--- config.mk ---
export PLATFORM = sky130hd
export DESIGN_NAME = audio_resample_out
export DESIGN_NICKNAME = d
export VERILOG_FILES = /design/src/rtl/audio_resample_out.sv
export SDC_FILE = /design/constraint.sdc
export NUM_CORES = 1
export LEC_CHECK = 0
export ABC_AREA = 1
export ABC_CLOCK_PERIOD_IN_PS = 7500
export BUFFER_PORTS_ARGS = -buffer_cell sky130_fd_sc_hd__buf_2
export CORE_MARGIN = 4
export CORE_UTILIZATION = 50
export DETAILED_ROUTE_END_ITERATION = 6
export PLACE_DENSITY_LB_ADDON = 0.1
export SYNTH_ARGS = -nofsm -noshare
export SYNTH_HDL_FRONTEND = slang
export SYNTH_SLANG_ARGS = --single-unit
--- constraint.sdc ---
create_clock -name sysclk_7_143 -period 7.5 [get_ports sysclk_7_143]
set_input_delay 0.75 -clock sysclk_7_143 [delete_from_list [all_inputs] [get_ports sysclk_7_143]]
set_output_delay 0.75 -clock sysclk_7_143 [all_outputs]
set_load 0.01 [all_outputs]
--- src/rtl/audio_resample_out.sv ---
// Audio output stage: leaky-integrator smoothing, phase-accumulator
// resampling, optional DC blocker and a 2-deep FWFT valid/ready FIFO.
module audio_resample_out #(
   parameter int CLK_HZ   = 7159090,
   parameter int OUT_HZ   = 48000,
   parameter int LP_SHIFT = 4,
   parameter int DC_SHIFT = 10
) (
   input  logic        sysclk_7_143,
   input  logic        reset,
   input  logic        in_ce,
   input  logic [15:0] audio_in,
   input  logic        dc_en,
   output logic        out_valid,
   input  logic        out_ready,
   output logic [15:0] out_data,
   output logic        overflow
);

   localparam int LW = 16 + LP_SHIFT;

   logic signed [LW-1:0] lp_acc;
   logic signed [LW:0]   x_ext;
   logic signed [LW:0]   acc_ext;
   logic signed [LW-1:0] lp_next;
   logic signed [15:0]   lp_out;

   logic [23:0] phase;
   logic [24:0] phase_sum;
   logic [23:0] phase_next;
   logic        tick;

   logic               v0;
   logic               v1;
   logic signed [15:0] s0;
   logic signed [15:0] s1;
   logic signed [15:0] dc_x_prev;
   logic signed [15:0] dc_y;
   logic signed [15:0] dc_decay;
   logic signed [17:0] dc_sum;
   logic signed [15:0] y;

   logic [15:0] mem [2];
   logic        rd_ptr;
   logic        wr_ptr;
   logic [1:0]  count;
   logic [15:0] last;
   logic        pop;
   logic        push_ok;
   logic        drop;

   // x is widened one bit so x - acc cannot wrap before the shift
   always_comb begin
      x_ext   = {audio_in[15], audio_in, {LP_SHIFT{1'b0}}};
      acc_ext = {lp_acc[LW-1], lp_acc};
      lp_next = lp_acc + LW'((x_ext - acc_ext) >>> LP_SHIFT);
      lp_out  = lp_acc[LW-1:LP_SHIFT];
   end

   always_comb begin
      phase_sum  = {1'b0, phase} + 25'(OUT_HZ);
      tick       = phase_sum >= 25'(CLK_HZ);
      phase_next = tick ? 24'(phase_sum - 25'(CLK_HZ))
                        : phase_sum[23:0];
   end

   always_comb begin
      dc_decay = dc_y >>> DC_SHIFT;
      dc_sum   = {{2{s0[15]}}, s0}
               - {{2{dc_x_prev[15]}}, dc_x_prev}
               + {{2{dc_y[15]}}, dc_y}
               - {{2{dc_decay[15]}}, dc_decay};
      y = s0;
      if (dc_en) begin
         if (dc_sum[17:15] == 3'b000 || dc_sum[17:15] == 3'b111)
            y = dc_sum[15:0];
         else if (dc_sum[17])
            y = 16'sh8000;
         else
            y = 16'sh7FFF;
      end
   end

   always_comb begin
      out_valid = count != 2'd0;
      out_data  = out_valid ? mem[rd_ptr] : last;
      pop       = out_valid & out_ready;
      push_ok   = v1 & ((count != 2'd2) | pop);
      drop      = v1 & (count == 2'd2) & ~pop;
   end

   always_ff @(posedge sysclk_7_143) begin
      if (reset) begin
         lp_acc    <= '0;
         phase     <= '0;
         v0        <= 1'b0;
         v1        <= 1'b0;
         s0        <= '0;
         s1        <= '0;
         dc_x_prev <= '0;
         dc_y      <= '0;
         mem[0]    <= '0;
         mem[1]    <= '0;
         rd_ptr    <= 1'b0;
         wr_ptr    <= 1'b0;
         count     <= '0;
         last      <= '0;
         overflow  <= 1'b0;
      end else begin
         if (in_ce)
            lp_acc <= lp_next;
         phase <= phase_next;
         v0    <= tick;
         if (tick)
            s0 <= lp_out;
         v1 <= v0;
         if (v0) begin
            s1        <= y;
            dc_x_prev <= s0;
            dc_y      <= dc_en ? y : 16'sd0;
         end
         if (push_ok) begin
            mem[wr_ptr] <= s1;
            wr_ptr      <= ~wr_ptr;
         end
         if (pop) begin
            last   <= mem[rd_ptr];
            rd_ptr <= ~rd_ptr;
         end
         count <= count + {1'b0, push_ok} - {1'b0, pop};
         if (drop)
            overflow <= 1'b1;
      end
   end

endmodule
# Word level (Yosys, flattened, before mapping)

Memories as Yosys holds them, arrays and structs flattened. A register that Yosys moved wholly into a read port is not among the register bits.
Cells that the tools add are included.

Bits in registers: 131
RAM bits: 32
Input port bits: 21
Output and inout bits: 18
Logic and storage cells: 55
Memories kept: 1

Memories:

| name | words | bits a word | read ports | clocked after memory_dff | wr ports | RTL line | RTL |
|---|---|---|---|---|---|---|---|
| mem  | 2     | 16          | 1          | 1                        | 2        | 43       | `logic [15:0] mem [2];` |

Add/sub/neg operators: 9
$lt $le $gt $ge: 1
Eq/ne operators: 3
Multiplexer cells: 16
Bitwise gates (word level): 8
Reductions and logical operators: 4

Operators by type and width:

| operator                                                             | number |
|---|---|
| 2-to-1 mux 16 bit                                                    | 6 |
| adder 24 x 16 -> 25 bit (second input constant)                      | 1 |
| greater-or-equal comparator 25 x 23 -> 1 bit (second input constant) | 1 |
| 2-to-1 mux 24 bit                                                    | 1 |
| subtractor 24 x 23 -> 24 bit (second input constant)                 | 1 |
| subtractor 20 x 20 -> 21 bit                                         | 1 |
| adder 20 x 17 -> 20 bit                                              | 1 |
| adder 17 x 16 -> 18 bit                                              | 1 |
| subtractor 18 bit                                                    | 1 |
| subtractor 16 x 16 -> 17 bit                                         | 1 |
| OR reduction 16 bit                                                  | 1 |
| 2-to-1 mux 1 bit                                                     | 9 |
| bitwise AND 1 bit                                                    | 4 |
| == test 3 bit (second input constant)                                | 1 |
| logical NOT 3 bit                                                    | 1 |
| NOT 1 bit                                                            | 3 |
| adder 2 x 1 -> 2 bit                                                 | 1 |
| == test 2 bit (second input constant)                                | 1 |
| != test 2 bit (second input constant)                                | 1 |
| nonzero test 2 bit                                                   | 1 |
| subtractor 2 x 1 -> 2 bit                                            | 1 |
| logical OR 1 bit                                                     | 1 |
| OR 1 bit                                                             | 1 |

# Longest topological paths before layout

Depth in word-level cells: 9
Gate-level depth with buffers: 25
Mapped depth without buffers: 25

# Least setup slack after synthesis

OpenSTA, ideal clock, no wires.

Path kind: in2reg
From: input port audio_in[1]
To: register lp_acc[19]
Setup time: 0.110 ns
Data arrival time: 3.584 ns
Data required time: 7.390 ns
Setup slack: 3.806 ns
Cell stages on the path: 18
Buffers on the path: 0
Path through: ha_1 -> a21oi_1 -> o21ai_0 -> a21oi_1 -> o21ai_0 -> a21oi_1 -> o21ai_0 -> xor2_1 -> ha_1 -> a21oi_1 -> o21ai_0 -> a211oi_1 -> nand3_1 -> or2_2 -> nand3_1 -> nand2_1 -> inv_1 -> nor2_1

Word-level cells in the longest chain between the ends: 2

Ends and longest elaborated chain:

| item                         | RTL line | RTL |
|---|---|---|
| start, declared              | 12       | `input logic [15:0] audio_in,` |
| subtractor 20 x 20 -> 21 bit | 56       | `lp_next = lp_acc + LW'((x_ext - acc_ext) >>> LP_SHIFT);` |
| adder 20 x 17 -> 20 bit      | 56       |  |
| end signal, assigned         | 111      | `lp_acc <= lp_next;` |
| end, declared                | 22       | `logic signed [LW-1:0] lp_acc;` |

No other way between the ends.
A chain may end at the register's enable or synchronous reset.

# Worst setup path in the final report

From: register dc_y[15]
To: register s1[13]

Word-level cells in the longest chain between the ends: 6
Elaborated cells between the ends (all ways): 8
Those cells by class: add/sub (2); eq/ne (1); mux (3); reduce/logical (2)

Ends and longest elaborated chain:

| item                                               | RTL line | RTL |
|---|---|---|
| start, declared                                    | 38       | `logic signed [15:0] dc_y;` |
| start signal, assigned                             | 120      | `dc_y <= dc_en ? y : 16'sd0;` |
| adder 17 x 16 -> 18 bit                            | 71       | `+ {{2{dc_y[15]}}, dc_y}` |
| subtractor 18 bit (*)                              | 72       | `- {{2{dc_decay[15]}}, dc_decay};` |
| == test 3 bit or logical NOT 3 bit (tied branches) | 75       | `if (dc_sum[17:15] == 3'b000 \|\| dc_sum[17:15] == 3'b111)` |
| logical OR 1 bit                                   | 75       |  |
| 2-to-1 mux 16 bit (*)                              | 75       |  |
| 2-to-1 mux 16 bit (*)                              | 74       | `if (dc_en) begin` |
| end signal, assigned                               | 118      | `s1 <= y;` |
| end, declared                                      | 36       | `logic signed [15:0] s1;` |

Every way passes the cells marked *; elsewhere a longest branch is shown, timed or not.

==> metrics.txt <==
clk_skew=~0.015 ns; max-cap viol count=0; Fmax=223 MHz; # IOs=39; Final Hold Fails=0; worst hold stages=2; Rel. slew slack=0.136; Rows=53; Tot Pwr=about 3.8 mW; Post-Syn Area=0.0108 mm^2; CTS resizes=0; register share of total power=0.282; Iter 0 DRT Violations=615; via count=around 9400; Root Buffer=clkbuf_16; Total Routing Usage GR=0.221; Peak VDD IR=roughly 0.00025 V; most frequent cells in the layout=nand2_1, inv_1, nor2_1; CTS tree=yes; startpoint types=flop; Placer Congestion=around 0.9; Post-synth ARST share=0; largest family of logic cells by synthesized area=simple AND/OR/NAND/NOR gates; clock group share of total power=0.243; WHS=between 0.4 and 0.5 ns; share of cells above drive strength 1=0.0787; DP Area=0.0112 mm^2; DP HPWL=between 15 and 20 mm; drt wl/cell=approximately 15 um; hold buffers post-CTS=0; chip height=155 um; commonest non-fill, non-tap cell in the layout=nand2_1; endpoints failing setup=0; starting density of the core=0.512; Mapped Cells=roughly 1500; mux contribution to synthesized area=0.0148; largest net degree at the start of global routing=between 60 and 70; worst-case clock buffer depth=2; Synth Area in Compound Gates=0.140; Placeable Area=around 0.021 mm^2; largest fanout on the critical path=15; Worst-path clk slew=approximately 0.07 ns; Adder-Cell Fraction of Synth Area=0.129; grt total ovfl=0; antenna violations before repair=0; post-route cell area=0.0118 mm^2; n_diodes=0; Port Buf Inserts=38; arrival time worst endpoint=4.77 ns; CTS HTree Levels=4; Total Nets Final=~1600; drt pass-1 iters=5; register area share after synthesis=0.331; worst hold path type=reg2reg; R2R cell count=15; Post-DRT Antenna Nets=0; DRT Wirelength=26.1 mm; vias in the first global route=roughly 9000; Final Cycle Share=0.598; syn nets=roughly 1600; DIE AREA=around 0.024 mm^2; Die Width=155 um; Pwr Density=about 320 mW/mm^2; EDFF count, synth=32; Worst Setup Path Type=reg2reg; first-pass GRT wire length=43.0 mm; WP data required=between 7 and 8 ns; worst slew pin tran=roughly 1.3 ns; run status=completed; Post-CTS Setup Inserts=0; Internal Pwr Total=2.14 mW; fin. max-slew vios=0; predominant post-synthesis flop cell=dfxtp_1; latest clock arrival within the worst-skew pair=approximately 0.45 ns; synthesized area per cell=roughly 7.2 um^2; total clock sinks=about 160; FF+latch count, synth=approximately 160; leakage power=~5.3 nW; Ys Warns=0; P_sw=around 1.7 mW; Switching Share=0.439; via/cell ratio=between 5 and 6; CTS buffer count=17; crit path capture type=flop; Syn-to-layout area delta=9.12%; final worst path period need=roughly 4.5 ns; setup TNS=0 ns; DRC Markers=0; Gate power share=0.476; Synth Area in Simple Gates=0.239; xor/xnor cell area share of the yosys netlist=0.0494; synth unique cells=43; RSZ-0062 raised after global routing=no
==> critical path, cell delays in order, from the launching register on <==
cell     delay [ns]
dfxtp_1        0.73
inv_1          0.20
fa_1           0.52
inv_1          0.05
fa_1           0.50
inv_1          0.04
ha_1           0.35
inv_1          0.07
nor3_1         0.23
nand3_1        0.11
nand2_1        0.08
xor2_1         0.07
o21ai_1        0.98
nand2_1        0.15
nand2_1        0.13
a21oi_1        0.08
==> through the flow <==
| stage | worst slack, ns | util | cells |
|---|---|---|---|
| CTS | 3.04 | 0.558 | 1800 |
| finish | 3.02 | 0.558 | 1800 |
| global placement | 3.15 | 0.528 | 1768 |
| floorplan | 3.81 | - | 1499 |
| global route | 2.66 | 0.558 | 1800 |
| detailed placement | 3.07 | 0.528 | 1768 |
==> logic make-up (layout without fill, tap and decap cells) <==
| kind of cell | count (synthesis) | after routing |
|---|---|---|
| AO/OA/AOI/OAI | 280 | 280 |
| XOR/XNOR | 61 | 61 |
| adder cells (fa/ha/maj) | 92 | 92 |
| buffers and inverters | 265 | 291 |
| flip-flops | 163 | 163 |
| multiplexers | 16 | 16 |
| AND/OR/NAND/NOR | 622 | 622 |
==> sequential cells by signal, indices dropped and copies added (netlist names), 2 cells and up, named ones only <==
signal,cells
count,2
dc_x_prev,16
dc_y,16
last,16
lp_acc,20
mem,32
phase,23
s0,16
s1,16
==> routing by layer <==
| metal | wire [um] | vias up | global-route usage |
|---|---|---|---|
| li1 | - | 4854 | - |
| met1 | 12000 | 4296 | 0.291 |
| met2 | 12500 | 169 | 0.373 |
| met3 | 1110 | 36 | 0.0403 |
| met4 | 499 | 0 | 0.0639 |
| met5 | 0 | - | 0 |
==> Yosys cell counts (3+ instances only) <==
cell type | count | share of area
xnor2_1 | 17 | 0.014
nand2_2 | 14 | 0.0081
nand2_1 | 326 | 0.11
dfxtp_1 | 131 | 0.24
buf_1 | 4 | 0.0014
xor2_1 | 44 | 0.036
inv_2 | 12 | 0.0042
nand4_1 | 15 | 0.0087
buf_2 | 7 | 0.0032
a21o_1 | 7 | 0.0049
edfxtp_1 | 32 | 0.089
mux2i_1 | 16 | 0.015
o21bai_1 | 4 | 0.0028
clkbuf_1 | 34 | 0.012
o21ai_1 | 13 | 0.0060
nor2_2 | 5 | 0.0029
o211ai_1 | 4 | 0.0028
nor2_1 | 166 | 0.058
a21oi_1 | 156 | 0.072
inv_1 | 203 | 0.070
a211oi_1 | 21 | 0.015
buf_6 | 4 | 0.0042
fa_1 | 33 | 0.061
ha_1 | 59 | 0.068
or2_2 | 3 | 0.0017
nand2_4 | 3 | 0.0031
nand3b_1 | 3 | 0.0021
nor3_1 | 9 | 0.0042
nand3_1 | 71 | 0.033
o21ai_0 | 65 | 0.030
==> power groups by stage <==
stage               Sequential [mW]  Combinational, mW  Clock (mW)
global placement               1.09               1.79           0
CTS                            1.07               1.80       0.938
floorplan                      1.06               1.43           0
global route                   1.09               2.06       0.977
finish                         1.07               1.81       0.925
detailed placement             1.09               1.79           0
==> area by class of cell <==
class | count | area (um^2)
Clock buffer | 17 | 425
Clock inverter | 15 | 205
Fill cell | 2046 | 9340
Inverter | 215 | 807
Multi-Input combinational cell | 1071 | 6210
Sequential cell | 163 | 3580
Tap cell | 275 | 344
Timing Repair Buffer | 44 | 238
==> path summary, 6_finish.rpt <==
check,startpoint,to,slack (ns)
worst max-delay path,dc_y[15],s1[13],3.02
worst min-delay path,overflow,overflow,0.45
worst max register to register,dc_y[15],s1[13],3.02
worst min register to register,overflow,overflow,0.45
Power figures use the tool's default switching activity.
